**src/rtl/cache_ctrl.sv**
```systemverilog
// Sequencing FSM for one set-associative cache bank: lookup, hit, writeback, fill.
// Optional CACHE_CTRL_PERF_EN adds saturating hit/miss/writeback counters.
module cache_ctrl #(
  parameter int  WAYS    = 4,
  parameter int  SETS    = 16,
  localparam int S_INDEX = $clog2(SETS)
) (
  input  logic               clk,
  input  logic               rst,
  input  logic               ufp_read,
  input  logic               ufp_write,
  input  logic [S_INDEX-1:0] ufp_set,
  output logic               ufp_resp,
  input  logic [WAYS-1:0]    way_hit,
  input  logic [WAYS-1:0]    way_valid,
  input  logic [WAYS-1:0]    way_dirty,
  input  logic [WAYS-1:0]    evict_candidate,
  output logic               plru_update,
  output logic [WAYS-1:0]    plru_hit_vector,
  output logic [S_INDEX-1:0] set_addr,
  output logic [WAYS-1:0]    data_we,
  output logic [WAYS-1:0]    fill_we,
  output logic               dirty_set,
  output logic               dfp_read,
  output logic               dfp_write,
  output logic [WAYS-1:0]    dfp_way,
  input  logic               dfp_resp,
  output logic               multi_hit
`ifdef CACHE_CTRL_PERF_EN
  ,
  output logic [31:0]        hit_count,
  output logic [31:0]        miss_count,
  output logic [31:0]        wb_count
`endif
);

  typedef enum logic [1:0] {IDLE, COMPARE, WRITEBACK, ALLOCATE} state_e;

  state_e             state_q, state_d;
  logic [S_INDEX-1:0] set_q, set_d;
  logic [WAYS-1:0]    victim_q, victim_d;
  logic               multi_hit_q, multi_hit_d;
  logic [WAYS-1:0]    hit_oh;
  logic               hit_multi;

  // Isolate the lowest set bit so a multi-hot hit acts on a single way.
  assign hit_oh    = way_hit & (~way_hit + WAYS'(1));
  assign hit_multi = |(way_hit & (way_hit - WAYS'(1)));
  assign multi_hit = multi_hit_q;

  always_comb begin
    state_d         = state_q;
    set_d           = set_q;
    victim_d        = victim_q;
    multi_hit_d     = multi_hit_q;
    set_addr        = set_q;
    ufp_resp        = 1'b0;
    plru_update     = 1'b0;
    plru_hit_vector = '0;
    data_we         = '0;
    fill_we         = '0;
    dirty_set       = 1'b0;
    dfp_read        = 1'b0;
    dfp_write       = 1'b0;
    dfp_way         = '0;
    case (state_q)
      IDLE: begin
        set_addr = ufp_set;
        if (ufp_read || ufp_write) begin
          set_d   = ufp_set;
          state_d = COMPARE;
        end
      end
      COMPARE: begin
        if (|way_hit) begin
          ufp_resp        = 1'b1;
          plru_update     = 1'b1;
          plru_hit_vector = hit_oh;
          if (ufp_write) begin
            data_we   = hit_oh;
            dirty_set = 1'b1;
          end
          if (hit_multi) multi_hit_d = 1'b1;
          state_d = IDLE;
        end else begin
          victim_d = evict_candidate;
          state_d  = (|(evict_candidate & way_valid & way_dirty)) ? WRITEBACK : ALLOCATE;
        end
      end
      WRITEBACK: begin
        dfp_write = 1'b1;
        dfp_way   = victim_q;
        if (dfp_resp) state_d = ALLOCATE;
      end
      ALLOCATE: begin
        dfp_read = 1'b1;
        dfp_way  = victim_q;
        // The fill lands now; the following COMPARE hits and does PLRU/store.
        if (dfp_resp) begin
          fill_we = victim_q;
          state_d = COMPARE;
        end
      end
      default: state_d = IDLE;
    endcase
  end

  always_ff @(posedge clk) begin
    if (rst) begin
      state_q     <= IDLE;
      set_q       <= '0;
      victim_q    <= '0;
      multi_hit_q <= 1'b0;
    end else begin
      state_q     <= state_d;
      set_q       <= set_d;
      victim_q    <= victim_d;
      multi_hit_q <= multi_hit_d;
    end
  end

`ifdef CACHE_CTRL_PERF_EN
  logic [31:0] hit_cnt_q, hit_cnt_d, miss_cnt_q, miss_cnt_d, wb_cnt_q, wb_cnt_d;
  logic        filled_q, filled_d;

  // filled_q marks a COMPARE reached via a fill, whose response is not a hit.
  always_comb begin
    hit_cnt_d  = hit_cnt_q;
    miss_cnt_d = miss_cnt_q;
    wb_cnt_d   = wb_cnt_q;
    filled_d   = filled_q;
    if (state_q == IDLE) filled_d = 1'b0;
    if (state_q == ALLOCATE && dfp_resp) filled_d = 1'b1;
    if (ufp_resp && !filled_q && hit_cnt_q != '1) hit_cnt_d = hit_cnt_q + 32'd1;
    if (state_q == COMPARE && !(|way_hit) && miss_cnt_q != '1) miss_cnt_d = miss_cnt_q + 32'd1;
    if (state_q == WRITEBACK && dfp_resp && wb_cnt_q != '1) wb_cnt_d = wb_cnt_q + 32'd1;
  end

  always_ff @(posedge clk) begin
    if (rst) begin
      hit_cnt_q  <= '0;
      miss_cnt_q <= '0;
      wb_cnt_q   <= '0;
      filled_q   <= 1'b0;
    end else begin
      hit_cnt_q  <= hit_cnt_d;
      miss_cnt_q <= miss_cnt_d;
      wb_cnt_q   <= wb_cnt_d;
      filled_q   <= filled_d;
    end
  end

  assign hit_count  = hit_cnt_q;
  assign miss_count = miss_cnt_q;
  assign wb_count   = wb_cnt_q;
`endif

endmodule

```
**config.mk**
```make
export PLATFORM = sky130hd
export DESIGN_NAME = cache_ctrl
export DESIGN_NICKNAME = d
export VERILOG_FILES = /design/src/rtl/cache_ctrl.sv
export SDC_FILE = /design/constraint.sdc
export NUM_CORES = 1
export LEC_CHECK = 0
export ABC_CLOCK_PERIOD_IN_PS = 2300
export BUFFER_PORTS_ARGS = -buffer_cell sky130_fd_sc_hd__buf_2
export CORE_ASPECT_RATIO = 0.75
export CORE_MARGIN = 8
export CORE_UTILIZATION = 40
export DETAILED_ROUTE_END_ITERATION = 8
export PLACE_DENSITY = 0.77
export SYNTH_ARGS = -nofsm -noshare
export SYNTH_HDL_FRONTEND = slang
export SYNTH_SLANG_ARGS = --single-unit
```
**constraint.sdc**
```tcl
create_clock -name clk -period 2.3 [get_ports clk]
set_clock_uncertainty 0.15 [all_clocks]
set_input_delay 0 -clock clk [delete_from_list [all_inputs] [get_ports clk]]
set_output_delay 0 -clock clk [all_outputs]
set_load 0.005 [all_outputs]
```
==> impl_metrics.tcl <==
set metrics [dict create \
    grtUsageTotal_pct 16.34 \
    start_util_pct 43.38 \
    use_met3_pct 5.176 \
    rows 13 \
    netlist_instances 87 \
    fp.coreArea_sq_um 1757 \
    dp_cells 156 \
    cp-start-kind "flip-flop" \
    cp_data_required_time_ps 2310 \
    power.density_nw_per_um2 395.1 \
    remaining_drc_errors 0 \
    syn_nets 116 \
    root_buffer "clkbuf_4" \
    syn_avg_cell_area_sq_um 8.758 \
    drive_gt1_share_pct 41.88 \
    ys_warn_count 0 \
    numCtsBuffers 3 \
    fillCellCount 117 \
    fin_nets 190 \
    drtIter0Drc 62 \
    grt_busiest_layer "met2" \
    p_leak_nw 0.6487 \
    ys_seq_area_share_pct 28.90 \
    path_class "reg -> reg" \
    final_common_cell "buf_2" \
    areaGrowthSynthToFinish_pct 67.32 \
    port_buffers 50 \
    firstDrtPassIters 4 \
    cts_setup_buffers 0 \
    vias 936 \
    hp-class "in -> reg" \
    cts_tree "built" \
    grt_util_met2_pct 30.88 \
    fmax_mhz 463.0 \
    layout_common_cells "50 x buf_2, 22 x dlygate4sd3_1, 11 x dfxtp_1" \
    die_h_um 53.80 \
    yosys_register_bits 11 \
    globalRouteOverflowTotal 0 \
    clk_path_buf_depth 2 \
    cts_max_level 1 \
    dpl.hpwl_mm 1.949 \
    fp.dieW_um 66.40 \
    min_period_ps 2160 \
    use_met1_pct 17.29 \
    peakVddDrop_mv 0.4336 \
    yosysTopAreaCellShare_pct 28.90 \
    setup_violations 0 \
    finalWeightedCongestion 0.8334 \
    area.sequential_sq_um 220.2 \
    stdcell_count 182 \
    cap_violations 0 \
    antennaDiodeCount 0 \
    path_max_fanout 6 \
    grt_pass1_wl_mm 4.574 \
    die_area_sq_um 3572 \
    clk_latency_ps 270 \
    clkTransAtPathRegs_ps 70 \
    worstMarginPinSlew_ps 572.8 \
    ant_nets 0 \
    grt_pass1_vias 936 \
    slew_violations 0 \
    arrival_ps 2170 \
    antenna_found_initial 0 \
    rsz0062_at_grt "no" \
    synth_cell_types 32 \
    routed_wl_mm 2.950 \
    grt_max_degree 15 \
    io_pins 51 \
    relSlewSlack_pct 61.53 \
    finalSetupTns_ps 0 \
    fin_crit_sh_pct 93.90 \
    run_status "finished clean" \
    synth_top_cell_by_area "dfxtp_1" \
    synth_area_leaders "dfxtp_1 29%, ha_1 6.6%, mux2_2 5.9%, mux2i_1 5.3%, and3_1 4.9%" \
    viasPerCell 5.143 \
    wl_per_cell_um 16.21 \
    cts_sinks 11 \
    hold_violations 0 \
    critPathCaptureType "flip-flop" \
    syn-cell-area_sq_um 762.0 \
    multi_input_comb_area_sq_um 519.2 \
]
==> metrics by stage <==
step                hold WS, ps  power, mW  setup slack [ps]  instance area, sq um  util [%]
floorplan                -116.8     0.2820             612.3                 762.0         -
global placement          92.53     0.3341             529.7                  1025     58.33
detailed placement        101.7     0.3387             376.4                  1025     58.33
CTS                       6.487     0.4991             104.4                  1271     72.36
global route              20.18     0.5354             14.47                  1275     72.58
finish                    3.330     0.5037             140.4                  1275     72.58
==> path summary, 6_finish.rpt <==
check,startpoint,to,slack [ps],depth (start not counted)
setup / recovery,state_q[0],set_q[2],140,6
hold / removal,way_valid[1],state_q[0],3,4
setup reg to reg,state_q[0],set_q[2],140,6
hold reg to reg,victim_q[0],victim_q[0],330,2
==> flip-flops by register name (all words and copies together) (netlist names) <==
register and cells:
set_q 4, multi_hit 1, victim_q 4, state_q 2
==> worst max-delay path: stages, from the launching register on <==
cell	delay, ps
dfxtp_1	410
inv_1	90
ha_1	300
o21ai_2	180
mux2i_1	260
nor2_1	80
dlygate4sd3_1	570
==> report_power, final <==
group / switching, mW / total [mW] / internal (mW)
Sequential: 0.00730 / 0.208 / 0.201
Combinational: 0.0748 / 0.163 / 0.0881
Clock: 0.0657 / 0.133 / 0.0672
==> cells in the mapped netlist <==
cell	number
o21ai_1	1
and2b_2	1
nand3b_1	1
o21ai_0	1
a31oi_1	1
nor2b_1	5
and2_2	1
nor4_4	1
nand2_1	5
nand2b_1	1
ha_1	4
nor2_1	9
a2bb2oi_1	1
inv_1	3
and3_2	1
a21oi_1	7
mux2_2	4
nor3b_1	1
clkbuf_1	2
nand2_4	1
and2_1	2
a311oi_2	1
o31a_2	1
dfxtp_1	11
nand4b_4	1
and3_1	6
mux2i_1	4
nand3_1	6
buf_4	1
maj3_1	1
and4b_1	1
and3b_2	1
==> repair_timing <==
action | in CTS | in global routing
hold buffers | 22 | 0
resized for setup | 0 | 1
endpoints found under the setup margin | 0 | 4
hold endpoints to repair | 11 | 0
==> layer usage <==
metal	vias to the layer above	routed length, um
met5	-	0
met3	6	231
li1	455	-
met1	435	1139
met4	0	60
met2	40	1519
==> layout make-up <==
| type | instances | share of cell area [%] |
|---|---|---|
| tap | 22 | 2.159 |
| inverter | 3 | 0.8832 |
| timing repair buffer | 72 | 36.90 |
| clock buffer | 4 | 2.061 |
| sequential | 11 | 17.27 |
| multi-input combinational | 70 | 40.73 |
==> cells by family (layout without fill, tap and decap cells) <==
logic type                 after synthesis  in the layout  share of synthesized area [%]
AOI/OAI and AO/OA                       13             13                          11.16
adders and majority gates                5              5                          7.882
buffers and inverters                    6             79                          3.449
DFF                                     11             11                          28.90
and+or+nand+nor                         44             44                          37.44
muxes                                    8              8                          11.17
Power figures use the tool's default switching activity.
